### config.mk
export PLATFORM = sky130hd
export DESIGN_NAME = ysyx_24100027_alu_arb
export DESIGN_NICKNAME = d
export VERILOG_FILES = /design/src/rtl/ysyx_24100027_alu_arb.sv
export SDC_FILE = /design/constraint.sdc
export NUM_CORES = 1
export LEC_CHECK = 0
export CORE_UTILIZATION = 42
export CTS_BUF_LIST = sky130_fd_sc_hd__clkbuf_4 sky130_fd_sc_hd__clkbuf_8
export DETAILED_ROUTE_END_ITERATION = 10
export GPL_ROUTABILITY_DRIVEN = 0
export PLACE_DENSITY = 0.88
export SLEW_MARGIN = 20
export SYNTH_ARGS = -nofsm -noshare
export SYNTH_HDL_FRONTEND = slang
export SYNTH_SLANG_ARGS = --single-unit
### constraint.sdc
create_clock -name clk -period 2.9 [get_ports clk]
set_clock_uncertainty 0.2 [all_clocks]
set_input_delay 0.435 -clock clk [delete_from_list [all_inputs] [get_ports clk]]
set_output_delay 0.435 -clock clk [all_outputs]
set_load 0.01 [all_outputs]
### src/rtl/ysyx_24100027_alu_arb.sv
// Round-robin arbiter sharing one external combinational ALU between two
// requesters: accept, one EXEC cycle, then hold the response until consumed.
module ysyx_24100027_alu_arb #(
    parameter int DW  = 32,
    parameter int OPW = 3
) (
    input  logic           clk,
    input  logic           rst_n,
    input  logic           r0_req_valid,
    output logic           r0_req_ready,
    input  logic [DW-1:0]  r0_a,
    input  logic [DW-1:0]  r0_b,
    input  logic [OPW-1:0] r0_op,
    output logic           r0_resp_valid,
    input  logic           r0_resp_ready,
    input  logic           r1_req_valid,
    output logic           r1_req_ready,
    input  logic [DW-1:0]  r1_a,
    input  logic [DW-1:0]  r1_b,
    input  logic [OPW-1:0] r1_op,
    output logic           r1_resp_valid,
    input  logic           r1_resp_ready,
    output logic [DW-1:0]  resp_result,
    output logic [3:0]     resp_flags,
    output logic           resp_err,
    output logic [DW-1:0]  alu_a,
    output logic [DW-1:0]  alu_b,
    output logic [OPW-1:0] alu_ctrl,
    input  logic [DW-1:0]  alu_result,
    input  logic [3:0]     alu_flags,
    output logic           busy
);

    typedef enum logic [1:0] {
        IDLE = 2'd0,
        EXEC = 2'd1,
        RESP = 2'd2
    } state_e;

    state_e         state_q, state_d;
    logic           last_grant_q, last_grant_d;
    logic           owner_q, owner_d;
    logic           op_inv_q, op_inv_d;
    logic [DW-1:0]  alu_a_q, alu_a_d;
    logic [DW-1:0]  alu_b_q, alu_b_d;
    logic [OPW-1:0] alu_ctrl_q, alu_ctrl_d;
    logic [DW-1:0]  resp_result_q, resp_result_d;
    logic [3:0]     resp_flags_q, resp_flags_d;
    logic           resp_err_q, resp_err_d;
    logic           r0_resp_valid_q, r0_resp_valid_d;
    logic           r1_resp_valid_q, r1_resp_valid_d;

    logic           gnt_vld;
    logic           gnt_id;
    logic           accept;
    logic           resp_hs;
    logic [DW-1:0]  sel_a;
    logic [DW-1:0]  sel_b;
    logic [OPW-1:0] sel_op;

    // On a tie the requester that did not win last time gets the grant.
    always_comb begin
        gnt_vld = r0_req_valid | r1_req_valid;
        if (r0_req_valid && r1_req_valid) begin
            gnt_id = ~last_grant_q;
        end else begin
            gnt_id = r1_req_valid;
        end
    end

    assign accept       = (state_q == IDLE) && gnt_vld;
    assign r0_req_ready = accept && !gnt_id;
    assign r1_req_ready = accept && gnt_id;

    assign sel_a  = gnt_id ? r1_a  : r0_a;
    assign sel_b  = gnt_id ? r1_b  : r0_b;
    assign sel_op = gnt_id ? r1_op : r0_op;

    assign resp_hs = owner_q ? (r1_resp_valid_q && r1_resp_ready)
                             : (r0_resp_valid_q && r0_resp_ready);

    always_comb begin
        state_d         = state_q;
        last_grant_d    = last_grant_q;
        owner_d         = owner_q;
        op_inv_d        = op_inv_q;
        alu_a_d         = alu_a_q;
        alu_b_d         = alu_b_q;
        alu_ctrl_d      = alu_ctrl_q;
        resp_result_d   = resp_result_q;
        resp_flags_d    = resp_flags_q;
        resp_err_d      = resp_err_q;
        r0_resp_valid_d = r0_resp_valid_q;
        r1_resp_valid_d = r1_resp_valid_q;
        unique case (state_q)
            IDLE: begin
                if (accept) begin
                    alu_a_d      = sel_a;
                    alu_b_d      = sel_b;
                    op_inv_d     = sel_op[OPW-1];
                    // Invalid codes never reach the ALU.
                    alu_ctrl_d   = sel_op[OPW-1] ? '0 : sel_op;
                    owner_d      = gnt_id;
                    last_grant_d = gnt_id;
                    state_d      = EXEC;
                end
            end
            EXEC: begin
                if (op_inv_q) begin
                    resp_result_d = '0;
                    resp_flags_d  = '0;
                    resp_err_d    = 1'b1;
                end else begin
                    resp_result_d = alu_result;
                    resp_flags_d  = alu_flags;
                    resp_err_d    = 1'b0;
                end
                r0_resp_valid_d = !owner_q;
                r1_resp_valid_d = owner_q;
                state_d         = RESP;
            end
            RESP: begin
                if (resp_hs) begin
                    r0_resp_valid_d = 1'b0;
                    r1_resp_valid_d = 1'b0;
                    state_d         = IDLE;
                end
            end
            default: begin
                r0_resp_valid_d = 1'b0;
                r1_resp_valid_d = 1'b0;
                state_d         = IDLE;
            end
        endcase
    end

    always_ff @(posedge clk) begin
        if (!rst_n) begin
            state_q         <= IDLE;
            last_grant_q    <= 1'b1;
            owner_q         <= 1'b0;
            op_inv_q        <= 1'b0;
            alu_a_q         <= '0;
            alu_b_q         <= '0;
            alu_ctrl_q      <= '0;
            resp_result_q   <= '0;
            resp_flags_q    <= '0;
            resp_err_q      <= 1'b0;
            r0_resp_valid_q <= 1'b0;
            r1_resp_valid_q <= 1'b0;
        end else begin
            state_q         <= state_d;
            last_grant_q    <= last_grant_d;
            owner_q         <= owner_d;
            op_inv_q        <= op_inv_d;
            alu_a_q         <= alu_a_d;
            alu_b_q         <= alu_b_d;
            alu_ctrl_q      <= alu_ctrl_d;
            resp_result_q   <= resp_result_d;
            resp_flags_q    <= resp_flags_d;
            resp_err_q      <= resp_err_d;
            r0_resp_valid_q <= r0_resp_valid_d;
            r1_resp_valid_q <= r1_resp_valid_d;
        end
    end

    assign alu_a         = alu_a_q;
    assign alu_b         = alu_b_q;
    assign alu_ctrl      = alu_ctrl_q;
    assign resp_result   = resp_result_q;
    assign resp_flags    = resp_flags_q;
    assign resp_err      = resp_err_q;
    assign r0_resp_valid = r0_resp_valid_q;
    assign r1_resp_valid = r1_resp_valid_q;
    assign busy          = (state_q != IDLE);

endmodule

==> results.cfg <==
[status]
run_status = completed

[grt]
antenna_found_initial = 0
grt_pass1_vias = 4522
grt_pass1_wl_um = 21200
grt_max_degree = 50
grt_use_total_pct = 22.8
grt-ovfl-total = 0

[cts]
post-cts-setup-buffers = 0
cts_sinks = 110
ctsHtreeMaxLevel = 3
cts_buffers = 9
cts_buffer_depth = 2
postCtsHoldBufs = 0
clk_latency_ps = 350
ctsResizeCount = 0
clk_pin_slew_ps = 110
cts_root_buffer = clkbuf_8
cts_tree = built

[synthesis]
syn_nets = 674
syn_area_um2 = 4930
synth_seq_cells = 110
synthCells = 498
ys_warn_count = 0
syn_avg_cell_area_um2 = 9.91
netlist-cell-type-count = 26
synth_seq_area_share_pct = 44.6

[layout]
antenna_cells = 0
n_fill_cell = 875
area_growth_pct = 63.0
stdcell_count = 905
drive_gt1_share_pct = 4.59
final_nets = 934
final_core_util_pct = 70.4

[worst_setup_path]
critPathRequiredTime_ps = 2270
critical_path.most_common_cell = clkdlybuf4s50_1
cp_slowest_cell = clkdlybuf4s50_1
worst_setup_path_end_kind = primary output
reg2reg_slack_ps = 920
crit_type = primary input to primary output
critPathLaunchType = primary input
path_max_fanout = 5
arrival_ps = 2020
path_cells = clkdlybuf4s50_1, a21boi_4, and2_1, clkdlybuf4s50_1
cp_slowest_stage_delay_ps = 570

[place]
dpl.hpwl_um = 11100
dp.cells = 890
pre_cts_slack_ps = 229
port_buffers = 283

[sta]
worst_pin_slew_ps = 570
setup_tns_ps = 0
fin_hold_ws_ps = 258
fin_ws_ps = 243
rsz0062_at_grt = false
period_share_pct = 91.6
fin_crit_ps = 2660
setup_viol = 0
timing.final.hold_violations = 0
fmax_mhz = 376
slew_headroom_pct = 62.0
final_max_slew_viol_count = 0

[drt]
drtIter0Drc = 179
wl_met1_um = 5330
routed-wl-met3_um = 1350
routedWlPerCell_um = 16.1
vias_per_cell = 5.08
wl_um = 14600
ant_nets = 0
firstDrtPassIters = 5
routed-via-count = 4601
highest_layer = met4
met2_length_um = 7360
drc = 0

[floorplanning]
die_area_um2 = 12200
io-pin-count = 285
dieWidth_um = 110
initial_core_util_pct = 43.2
placeableCoreArea_um2 = 11400
rows = 39
die_y_um = 110

[pwr]
powerDensity_nw_per_um2 = 494
p_leak_nw = 3.53
irDropWorstVdd_v = 0.000304

[hold_path]
hp-class = primary input to flop

[flow_run]
maxCapViolCount = 0
==> final cells by class <==
type | instances | area [um^2] | share of cell area (%)
repair buffers | 296 | 2980 | 37.0
multi-input cells | 339 | 2470 | 30.7
flip-flops and latches | 110 | 2200 | 27.4
well taps | 143 | 179 | 2.23
clock buffers | 10 | 138 | 1.71
clock inverters | 5 | 67.6 | 0.840
inverters | 2 | 7.51 | 0.0934
==> registers in the layout, summed over array words and instances (netlist names) <==
signal,cells
alu_a,32
alu_b,32
alu_ctrl,2
last_grant_q,1
op_inv_q,1
owner_q,1
r0_resp_valid,1
r1_resp_valid,1
resp_err,1
resp_flags,4
resp_result,32
state_q,2
==> power by group <==
| part | switching (mW) | leakage [nW] | internal, mW |
|---|---|---|---|
| Clock | 0.520 | 0.105 | 0.432 |
| Combinational | 0.519 | 2.52 | 0.728 |
| Sequential | 0.0927 | 0.907 | 1.68 |
| Total | 1.13 | 3.53 | 2.84 |
==> cell usage after synthesis <==
master       n  area (um^2)
buf_1        1         3.75
a31o_2       2         17.5
buf_2       15         75.1
buf_12       3         60.1
a21oi_1     39          195
clkbuf_1    21         78.8
dfxtp_1    110         2200
a21boi_0     1         7.51
inv_1        2         7.51
and2_1       4         25.0
a32oi_1      1         8.76
buf_4        7         52.6
nor2b_1     38          238
nand2_1     68          255
o211a_1     65          651
a21boi_2     1         11.3
o21a_1       1         7.51
nand2b_1     2         12.5
o21ai_0      3         15.0
mux2i_1     67          671
nor2_1       3         11.3
o2bb2ai_1    2         17.5
or3b_2       1         8.76
nand3_1      1         5.00
conb_1       1         3.75
nor3b_1     39          293
==> path summary, 6_finish.rpt <==
kind,cells after the start,start,to
hold / removal,2,rst_n,last_grant_q
hold reg to reg,1,alu_b[14],alu_b[14]
setup reg to reg,5,state_q[1],alu_b[27]
setup / recovery,4,r1_req_valid,r1_req_ready
==> worst max-delay path, delay by kind of cell <==
family / cells / cell delay (ps)
buffers and inverters: 2 / 1130
AOI/OAI and AO/OA: 1 / 240
and+or+nand+nor: 1 / 220
==> metal layers <==
| layer | global-route usage, % | up-vias |
|---|---|---|
| li1 | - | 2275 |
| met1 | 22.7 | 2101 |
| met2 | 41.9 | 193 |
| met3 | 7.70 | 32 |
| met4 | 11.5 | 0 |
| met5 | 0 | - |
==> cells by family (layout without fill, tap and decap cells) <==
family | Yosys count | in the layout | synth area share, %
AND/OR/NAND/NOR | 156 | 156 | 17.2
other | 1 | 1 | 0.0760
buffers and inverters | 49 | 313 | 5.63
flip-flops | 110 | 110 | 44.6
multiplexers | 67 | 67 | 13.6
AO/OA/AOI/OAI | 115 | 115 | 18.9
==> per-stage QoR <==
| step | instance area [um^2] | total power, mW |
|---|---|---|
| 6_report | 8040 | 3.97 |
| 5_1_grt | 8040 | 4.18 |
| 4_1_cts | 8040 | 4.01 |
| 3_5_place_dp | 7840 | 3.06 |
| 3_3_place_gp | 7840 | 3.01 |
| 2_1_floorplan | 4930 | 2.37 |
==> placed cells by master, fill, tap and decap left out, types with 2 or more instances in the layout <==
| cell type | instances |
|---|---|
| nand2_1 | 68 |
| buf_4 | 9 |
| nor2b_1 | 38 |
| clkdlybuf4s50_1 | 282 |
| and2_1 | 4 |
| o211a_1 | 65 |
| buf_12 | 4 |
| mux2i_1 | 67 |
| clkinv_4 | 2 |
| nor2_1 | 3 |
| a31o_2 | 2 |
| nor3b_1 | 39 |
| inv_1 | 2 |
| o2bb2ai_1 | 2 |
| clkbuf_8 | 10 |
| a21oi_1 | 39 |
| dfxtp_1 | 110 |
| o21ai_0 | 3 |
Note: power is estimated with default switching activity, not from simulation.
